===== src/rtl/space_pkg.sv =====
// -----------------------------------------------------------------------------
// space_pkg
// Shared definitions for the space-shooter blocks: screen dimensions, colour
// codes used by the pixel mixers, the move-FSM state encoding, the move
// direction type, and the button index map used by the ship input sequencer.
// -----------------------------------------------------------------------------
package space_pkg;

    // Screen geometry (visible area).
    localparam int SCREEN_W = 640;
    localparam int SCREEN_H = 480;

    // Colour codes driven into the pixel mixer.
    localparam logic [2:0] COL_BACKGROUND = 3'd0;
    localparam logic [2:0] COL_SPACESHIP  = 3'd1;
    localparam logic [2:0] COL_ALIENS0    = 3'd2;
    localparam logic [2:0] COL_ALIENS1    = 3'd3;
    localparam logic [2:0] COL_ALIENS2    = 3'd4;
    localparam logic [2:0] COL_ALIENS3    = 3'd5;
    localparam logic [2:0] COL_LASER      = 3'd6;
    localparam logic [2:0] COL_NONE       = 3'd7;

    // Button positions inside the packed button vectors.
    localparam int BTN_LEFT  = 0;
    localparam int BTN_RIGHT = 1;
    localparam int BTN_FIRE  = 2;
    localparam int BTN_COUNT = 3;

    // Move FSM states. FIRST/REPEAT are used with auto-repeat, HELD without.
    typedef enum logic [1:0] {
        MV_IDLE   = 2'd0,
        MV_FIRST  = 2'd1,
        MV_REPEAT = 2'd2,
        MV_HELD   = 2'd3
    } move_state_e;

    typedef enum logic [1:0] {
        DIR_NONE = 2'd0,
        DIR_L    = 2'd1,
        DIR_R    = 2'd2
    } dir_e;

    // Exactly one direction held gives that direction; both or neither is none.
    function automatic dir_e held_dir(input logic l, input logic r);
        if (l && !r) begin
            return DIR_L;
        end else if (r && !l) begin
            return DIR_R;
        end
        return DIR_NONE;
    endfunction

endpackage


===== src/rtl/ship_ctrl_sched_btn_debounce.sv =====
// -----------------------------------------------------------------------------
// btn_debounce
// Two-FF synchroniser, stability counter and rising-edge press detector for
// one raw push button.
//
// Ports:
//   clk      in  clock
//   reset    in  synchronous, active-high reset
//   btn_i    in  raw asynchronous button level (active-high)
//   level_o  out debounced button level
//   press_o  out one-cycle pulse, high in the first cycle level_o reads 1
// -----------------------------------------------------------------------------
module btn_debounce #(
    parameter int DEBOUNCE_MAX = 250000,
    parameter int DEBOUNCE_W   = 18
) (
    input  logic clk,
    input  logic reset,
    input  logic btn_i,
    output logic level_o,
    output logic press_o
);

    localparam logic [DEBOUNCE_W-1:0] CNT_LAST = DEBOUNCE_W'(DEBOUNCE_MAX - 1);

    logic                  sync1_q, sync2_q;
    logic                  level_q, level_d;
    logic                  press_q, press_d;
    logic [DEBOUNCE_W-1:0] cnt_q, cnt_d;

    // The counter only survives while the synchronised input disagrees with
    // the accepted level; any agreeing cycle restarts the stability window.
    // The level flips on the DEBOUNCE_MAX-th consecutive disagreeing cycle.
    always_comb begin
        cnt_d   = '0;
        level_d = level_q;
        press_d = 1'b0;
        if (sync2_q != level_q) begin
            if (cnt_q == CNT_LAST) begin
                level_d = sync2_q;
                press_d = sync2_q;
            end else begin
                cnt_d = cnt_q + 1'b1;
            end
        end
    end

    always_ff @(posedge clk) begin
        if (reset) begin
            sync1_q <= 1'b0;
            sync2_q <= 1'b0;
            level_q <= 1'b0;
            press_q <= 1'b0;
            cnt_q   <= '0;
        end else begin
            sync1_q <= btn_i;
            sync2_q <= sync1_q;
            level_q <= level_d;
            press_q <= press_d;
            cnt_q   <= cnt_d;
        end
    end

    assign level_o = level_q;
    assign press_o = press_q;

endmodule


===== src/rtl/ship_ctrl_sched.sv =====
// -----------------------------------------------------------------------------
// ship_ctrl_sched
// Player-ship input sequencer. Debounces the three buttons, turns held
// left/right buttons into frame-aligned single-cycle move pulses, and grants
// fire requests against the laser busy flag and a shot cooldown. All
// decisions are taken on the start-of-blanking frame tick, so outputs assert
// on the cycle after frame_tick.
//
// Build option:
//   SHIP_AUTOREPEAT_EN  defined   -> held direction auto-repeats
//                                    (FIRST_DELAY frames, then every
//                                    REPEAT_PERIOD frames)
//                       undefined -> one move pulse per debounced press
//
// Ports:
//   clk         in   pixel clock
//   reset       in   synchronous, active-high reset
//   btn_left    in   raw left button
//   btn_right   in   raw right button
//   btn_fire    in   raw fire button
//   hPos        in   [9:0] current pixel column
//   vPos        in   [9:0] current pixel line
//   laser_busy  in   laser shot in flight (sampled on tick cycles only)
//   left        out  one-cycle move-left pulse
//   right       out  one-cycle move-right pulse
//   fire        out  one-cycle shot-launch pulse
//   frame_tick  out  one-cycle start-of-blanking strobe
// -----------------------------------------------------------------------------
module ship_ctrl_sched
    import space_pkg::*;
#(
    parameter int SCREEN_HEIGHT = SCREEN_H,
    parameter int DEBOUNCE_MAX  = 250000,
    parameter int DEBOUNCE_W    = 18,
    parameter int FIRST_DELAY   = 15,
    parameter int REPEAT_PERIOD = 6,
    parameter int FIRE_COOLDOWN = 30
) (
    input  logic       clk,
    input  logic       reset,
    input  logic       btn_left,
    input  logic       btn_right,
    input  logic       btn_fire,
    input  logic [9:0] hPos,
    input  logic [9:0] vPos,
    input  logic       laser_busy,
    output logic       left,
    output logic       right,
    output logic       fire,
    output logic       frame_tick
);

    localparam int CNT_MAX = (FIRST_DELAY > REPEAT_PERIOD) ? FIRST_DELAY : REPEAT_PERIOD;
    localparam int CNT_W   = $clog2(CNT_MAX + 1);
    localparam int CD_W    = $clog2(FIRE_COOLDOWN + 1);
    localparam logic [9:0] TICK_LINE = 10'(SCREEN_HEIGHT);

    // ---------------------------------------------------------------- buttons
    logic [BTN_COUNT-1:0] btn_raw;
    logic [BTN_COUNT-1:0] btn_level;
    logic [BTN_COUNT-1:0] btn_press;

    assign btn_raw = {btn_fire, btn_right, btn_left};

    for (genvar gi = 0; gi < BTN_COUNT; gi++) begin : g_btn
        btn_debounce #(
            .DEBOUNCE_MAX (DEBOUNCE_MAX),
            .DEBOUNCE_W   (DEBOUNCE_W)
        ) u_debounce (
            .clk     (clk),
            .reset   (reset),
            .btn_i   (btn_raw[gi]),
            .level_o (btn_level[gi]),
            .press_o (btn_press[gi])
        );
    end

    // ---------------------------------------------------------------- state
    logic                frame_tick_q, frame_tick_d;
    move_state_e         mv_state_q, mv_state_d;
    dir_e                dir_q, dir_d;
    logic [CNT_W-1:0]    frame_cnt_q, frame_cnt_d;
    logic                fire_pend_q, fire_pend_d;
    logic [CD_W-1:0]     cooldown_q, cooldown_d;
    logic                left_q, left_d;
    logic                right_q, right_d;
    logic                fire_q, fire_d;

    // A press arriving in the very cycle of a tick is masked out of this
    // tick's direction so it is first seen on the following tick.
    dir_e dir_now;
    assign dir_now = held_dir(btn_level[BTN_LEFT]  & ~btn_press[BTN_LEFT],
                              btn_level[BTN_RIGHT] & ~btn_press[BTN_RIGHT]);

    always_comb begin
        frame_tick_d = (hPos == 10'd0) && (vPos == TICK_LINE);
        mv_state_d   = mv_state_q;
        dir_d        = dir_q;
        frame_cnt_d  = frame_cnt_q;
        fire_pend_d  = fire_pend_q;
        cooldown_d   = cooldown_q;
        left_d       = 1'b0;
        right_d      = 1'b0;
        fire_d       = 1'b0;

        if (frame_tick_q) begin
            // ---- move FSM
            unique case (mv_state_q)
                MV_IDLE: begin
                    if (dir_now != DIR_NONE) begin
                        left_d      = (dir_now == DIR_L);
                        right_d     = (dir_now == DIR_R);
                        dir_d       = dir_now;
                        frame_cnt_d = CNT_W'(FIRST_DELAY - 1);
`ifdef SHIP_AUTOREPEAT_EN
                        mv_state_d  = MV_FIRST;
`else
                        mv_state_d  = MV_HELD;
`endif
                    end
                end
                MV_FIRST, MV_REPEAT, MV_HELD: begin
                    // dir_q is never NONE here, so this also catches release
                    // and both-held.
                    if (dir_now != dir_q) begin
                        mv_state_d = MV_IDLE;
                    end else if (frame_cnt_q != '0) begin
                        frame_cnt_d = frame_cnt_q - 1'b1;
                    end
`ifdef SHIP_AUTOREPEAT_EN
                    else begin
                        left_d      = (dir_q == DIR_L);
                        right_d     = (dir_q == DIR_R);
                        frame_cnt_d = CNT_W'(REPEAT_PERIOD - 1);
                        mv_state_d  = MV_REPEAT;
                    end
`endif
                end
                default: mv_state_d = MV_IDLE;
            endcase

            // ---- fire arbiter (cooldown counts ticks, saturating at 0)
            if (fire_pend_q && !laser_busy && (cooldown_q == '0)) begin
                fire_d      = 1'b1;
                fire_pend_d = 1'b0;
                cooldown_d  = CD_W'(FIRE_COOLDOWN);
            end else if (cooldown_q != '0) begin
                cooldown_d = cooldown_q - 1'b1;
            end
        end

        // A new press re-arms the request even on a grant cycle; releasing
        // the button before the grant withdraws it.
        if (btn_press[BTN_FIRE]) begin
            fire_pend_d = 1'b1;
        end else if (!btn_level[BTN_FIRE]) begin
            fire_pend_d = 1'b0;
        end
    end

    always_ff @(posedge clk) begin
        if (reset) begin
            frame_tick_q <= 1'b0;
            mv_state_q   <= MV_IDLE;
            dir_q        <= DIR_NONE;
            frame_cnt_q  <= '0;
            fire_pend_q  <= 1'b0;
            cooldown_q   <= '0;
            left_q       <= 1'b0;
            right_q      <= 1'b0;
            fire_q       <= 1'b0;
        end else begin
            frame_tick_q <= frame_tick_d;
            mv_state_q   <= mv_state_d;
            dir_q        <= dir_d;
            frame_cnt_q  <= frame_cnt_d;
            fire_pend_q  <= fire_pend_d;
            cooldown_q   <= cooldown_d;
            left_q       <= left_d;
            right_q      <= right_d;
            fire_q       <= fire_d;
        end
    end

    assign left       = left_q;
    assign right      = right_q;
    assign fire       = fire_q;
    assign frame_tick = frame_tick_q;

endmodule


===== config.mk =====
export PLATFORM = sky130hd
export DESIGN_NAME = ship_ctrl_sched
export DESIGN_NICKNAME = d
export VERILOG_FILES = /design/src/rtl/space_pkg.sv /design/src/rtl/ship_ctrl_sched_btn_debounce.sv /design/src/rtl/ship_ctrl_sched.sv
export SDC_FILE = /design/constraint.sdc
export NUM_CORES = 1
export LEC_CHECK = 0
export ABC_AREA = 1
export BUFFER_PORTS_ARGS = -buffer_cell sky130_fd_sc_hd__buf_2
export CELL_PAD_IN_SITES_DETAIL_PLACEMENT = 0
export CELL_PAD_IN_SITES_GLOBAL_PLACEMENT = 2
export CORE_ASPECT_RATIO = 0.6
export CORE_MARGIN = 2
export CORE_UTILIZATION = 32
export CTS_BUF_LIST = sky130_fd_sc_hd__clkbuf_8
export CTS_CLUSTER_SIZE = 12
export DETAILED_ROUTE_END_ITERATION = 8
export PLACE_DENSITY = 0.9
export SYNTH_ARGS = -nofsm -noshare
export SYNTH_HDL_FRONTEND = slang
export SYNTH_SLANG_ARGS = --single-unit

===== constraint.sdc =====
create_clock -name clk -period 1.35 [get_ports clk]
set_input_delay 0.27 -clock clk [delete_from_list [all_inputs] [get_ports clk]]
set_output_delay 0.27 -clock clk [all_outputs]
set_load 0.02 [all_outputs]

==> flow_metrics.py <==
metrics = {
    "cts": {
        "tritoncts": "yes",
        "cts_max_level": 3,
        "cts_root_buf": "clkbuf_8",
        "cts.sinks": 79,
        "clk_pin_slew_ps": 90,
        "cts_buffers": 9,
        "clk-insertion-delay-late_ps": 370,
        "clk_path_buf_depth": 2,
    },
    "timing": {
        "maxSlewHeadroom_pct": 83.5,
        "worst_pin_slew_ps": 244,
        "fin_tns_setup_ps": 0,
        "fin_crit_sh_pct": 96.7,
        "fmax_mhz": 766,
        "setup_viol": 0,
        "final.min_clock_period_ps": 1310,
        "slew_viol_final": 0,
        "finalHoldViolCount": 0,
        "rsz0062_at_grt": "true",
        "finalClockSkew_ps": 8.97,
    },
    "global_route": {
        "grt_pass1_wl_um": 14800,
        "overflow": 0,
        "grt_max_degree": 19,
        "antenna_found_initial": 0,
        "grt_usage_pct": 14.2,
        "grt_pass1_vias": 3206,
    },
    "worst_setup_path": {
        "cp.buffers_inverters": 2,
        "endpoint_kind": "flop",
        "critPathKind": "reg2reg",
        "cpMostUsedCell": "nor2_2",
        "cp-start-kind": "flop",
        "slowest_delay_ps": 330,
        "path_cells": "inv_2 > nor2_2 > inv_1 > ha_1 > nor2_2 > nand2_2 > a31o_2",
        "arrival_ps": 1570,
        "cp_max_fo": 4,
        "cp_top_family": "flip-flops",
        "cp.required_ps": 1610,
        "critPathSlowestCell": "dfxtp_2",
    },
    "final_layout": {
        "area_delta_synth_final_pct": 28.5,
        "final_cell_mix": "nand2_1, nor2_1, dfxtp_1",
        "final_common_cell": "nand2_1",
        "fillers": 1164,
        "antennaDiodeCount": 0,
        "final_layout_size_suffix_gt1_share_pct": 27.1,
        "fin_nets": 661,
    },
    "yosys": {
        "synth_area_mm2": 0.00385,
        "synth_top_cells_by_area": "dfxtp_1, nor2_1, nand2_1",
        "ys_warn_count": 0,
        "synthDistinctLibCells": 30,
        "yosys.area.top_type_share_pct": 41.1,
        "synth_nets": 583,
        "syn_area_per_cell_um2": 6.99,
        "ys_seq_elements": 79,
        "synth-seq-area-share_pct": 41.1,
        "syn_inst": 551,
        "synth_top_area_cell": "dfxtp_1",
    },
    "place": {
        "io_buffers": 29,
        "gp_congestion": 0.804,
        "dpl.hpwl_um": 6490,
    },
    "detailed_routing": {
        "ant_nets": 0,
        "via_count": 3494,
        "first_iter_violations": 226,
        "drc": 0,
        "via_per_inst": 4.40,
        "wl_per_cell_um": 10.8,
        "first_pass_iters": 4,
        "routed_wl_um": 8570,
    },
    "power_and_ir_drop": {
        "power_leakage_nw": 1.71,
        "powerDensity_mw_per_mm2": 896,
        "p_total_mw": 4.43,
        "ir_drop_mv": 0.517,
    },
    "die": {
        "num_io_pins": 30,
        "die-area_mm2": 0.0130,
        "core.rowCount": 30,
        "die_w_um": 146,
        "core_region_area_mm2": 0.0115,
        "die_h_um": 89.0,
        "start_util_pct": 33.4,
    },
    "status": {
        "status": "complete, no violations",
    },
    "min_path": {
        "hp-class": "in2reg",
    },
    "flow_run": {
        "maxCapViolations": 0,
    },
}
==> final timing paths <==
kind                                             startpoint                           to  slack, ps  depth (start not counted)
worst min register to register  g_btn[1].u_debounce.sync1_q  g_btn[1].u_debounce.sync2_q        420                          2
worst max-delay path            g_btn[1].u_debounce.level_o                     dir_q[1]         40                          7
worst min-delay path                               btn_left  g_btn[0].u_debounce.sync1_q        100                          3
worst max register to register  g_btn[1].u_debounce.level_o                     dir_q[1]         40                          7
==> routing by layer <==
| metal | vias to the layer above | wire length (um) | GRT usage, % |
|---|---|---|---|
| li1 | 1889 | - | - |
| met1 | 1537 | 4840 | 20.7 |
| met2 | 57 | 3240 | 20.2 |
| met3 | 11 | 378 | 3.98 |
| met4 | 0 | 110 | 4.81 |
| met5 | - | 0 | 0 |
==> cell type report <==
cell class | instances | area [um2] | area share, %
well taps | 160 | 200 | 4.05
repair buffers | 73 | 504 | 10.2
multi-input cells | 406 | 2180 | 44.2
inverters | 60 | 225 | 4.55
clock buffers | 10 | 138 | 2.78
flip-flops and latches | 79 | 1610 | 32.5
clock inverters | 6 | 85.1 | 1.72
==> cells in the mapped netlist <==
master and number:
a21oi_1 30, a21oi_2 1, a31o_2 2, and2_1 2, buf_1 1, buf_2 1, buf_6 3, clkbuf_1 1
dfxtp_1 79, ha_1 6, inv_1 59, inv_2 1, nand2_1 117, nand2_2 4, nand2_4 2, nand3_1 39
nand3_2 1, nand3_4 1, nand3b_1 5, nand4_1 12, nor2_1 128, nor2_2 5, nor2_4 4, nor3_1 4
nor4b_1 1, o21ai_0 6, or2_0 5, or2_2 3, xnor2_1 11, xor2_1 17
==> logic make-up after synthesis <==
| logic type | synth area share, % |
|---|---|
| XOR/XNOR | 6.37 |
| AND/OR/NAND/NOR | 38.2 |
| adder cells (fa/ha/maj) | 1.95 |
| AO/OA/AOI/OAI | 5.36 |
| flip-flops | 41.1 |
| buffers and inverters | 7.05 |
==> registers in the layout, indices dropped and copies added (netlist names), 2 cells and up <==
name                      cells
g_btn.u_debounce.press_o      3
g_btn.u_debounce.cnt_q       54
cooldown_q                    5
g_btn.u_debounce.sync1_q      3
dir_q                         2
g_btn.u_debounce.sync2_q      3
g_btn.u_debounce.level_o      3
==> metrics by stage <==
step                      area, um2  utilization, %  hold WS, ps  instances  setup slack (ps)
final                          4950            42.9         95.6        794              44.0
after global routing           4950            42.9         94.8        794             -25.7
after CTS                      4820            41.8         80.4        793              1.77
after detailed placement       4510            39.1          395        775             -76.0
after global placement         4510            39.1          392        775             -29.5
after floorplan                3880               -          377        551             -1.70
==> report_power, final <==
| group | internal, mW | switching (mW) | total (mW) |
|---|---|---|---|
| combinational | 0.0571 | 0.0568 | 0.114 |
| sequential | 2.34 | 0.00631 | 2.34 |
| clock | 1.08 | 0.889 | 1.97 |
==> what timing repair did <==
item                       CTS  global route
hold buffers                 0             0
buffers inserted             2             1
pin swaps                    8             8
setup endpoints to repair   41            62
gates resized for setup     18            49
==> worst register-to-register path: cells and delay by family, from the launching register on <==
| kind | cells | cell delay (ps) |
|---|---|---|
| AO/OA/AOI/OAI | 1 | 200 |
| adder cells (fa/ha/maj) | 1 | 270 |
| buffers and inverters | 2 | 100 |
| flip-flops | 1 | 330 |
| AND/OR/NAND/NOR | 3 | 300 |
Note: power is estimated with default switching activity, not from simulation.
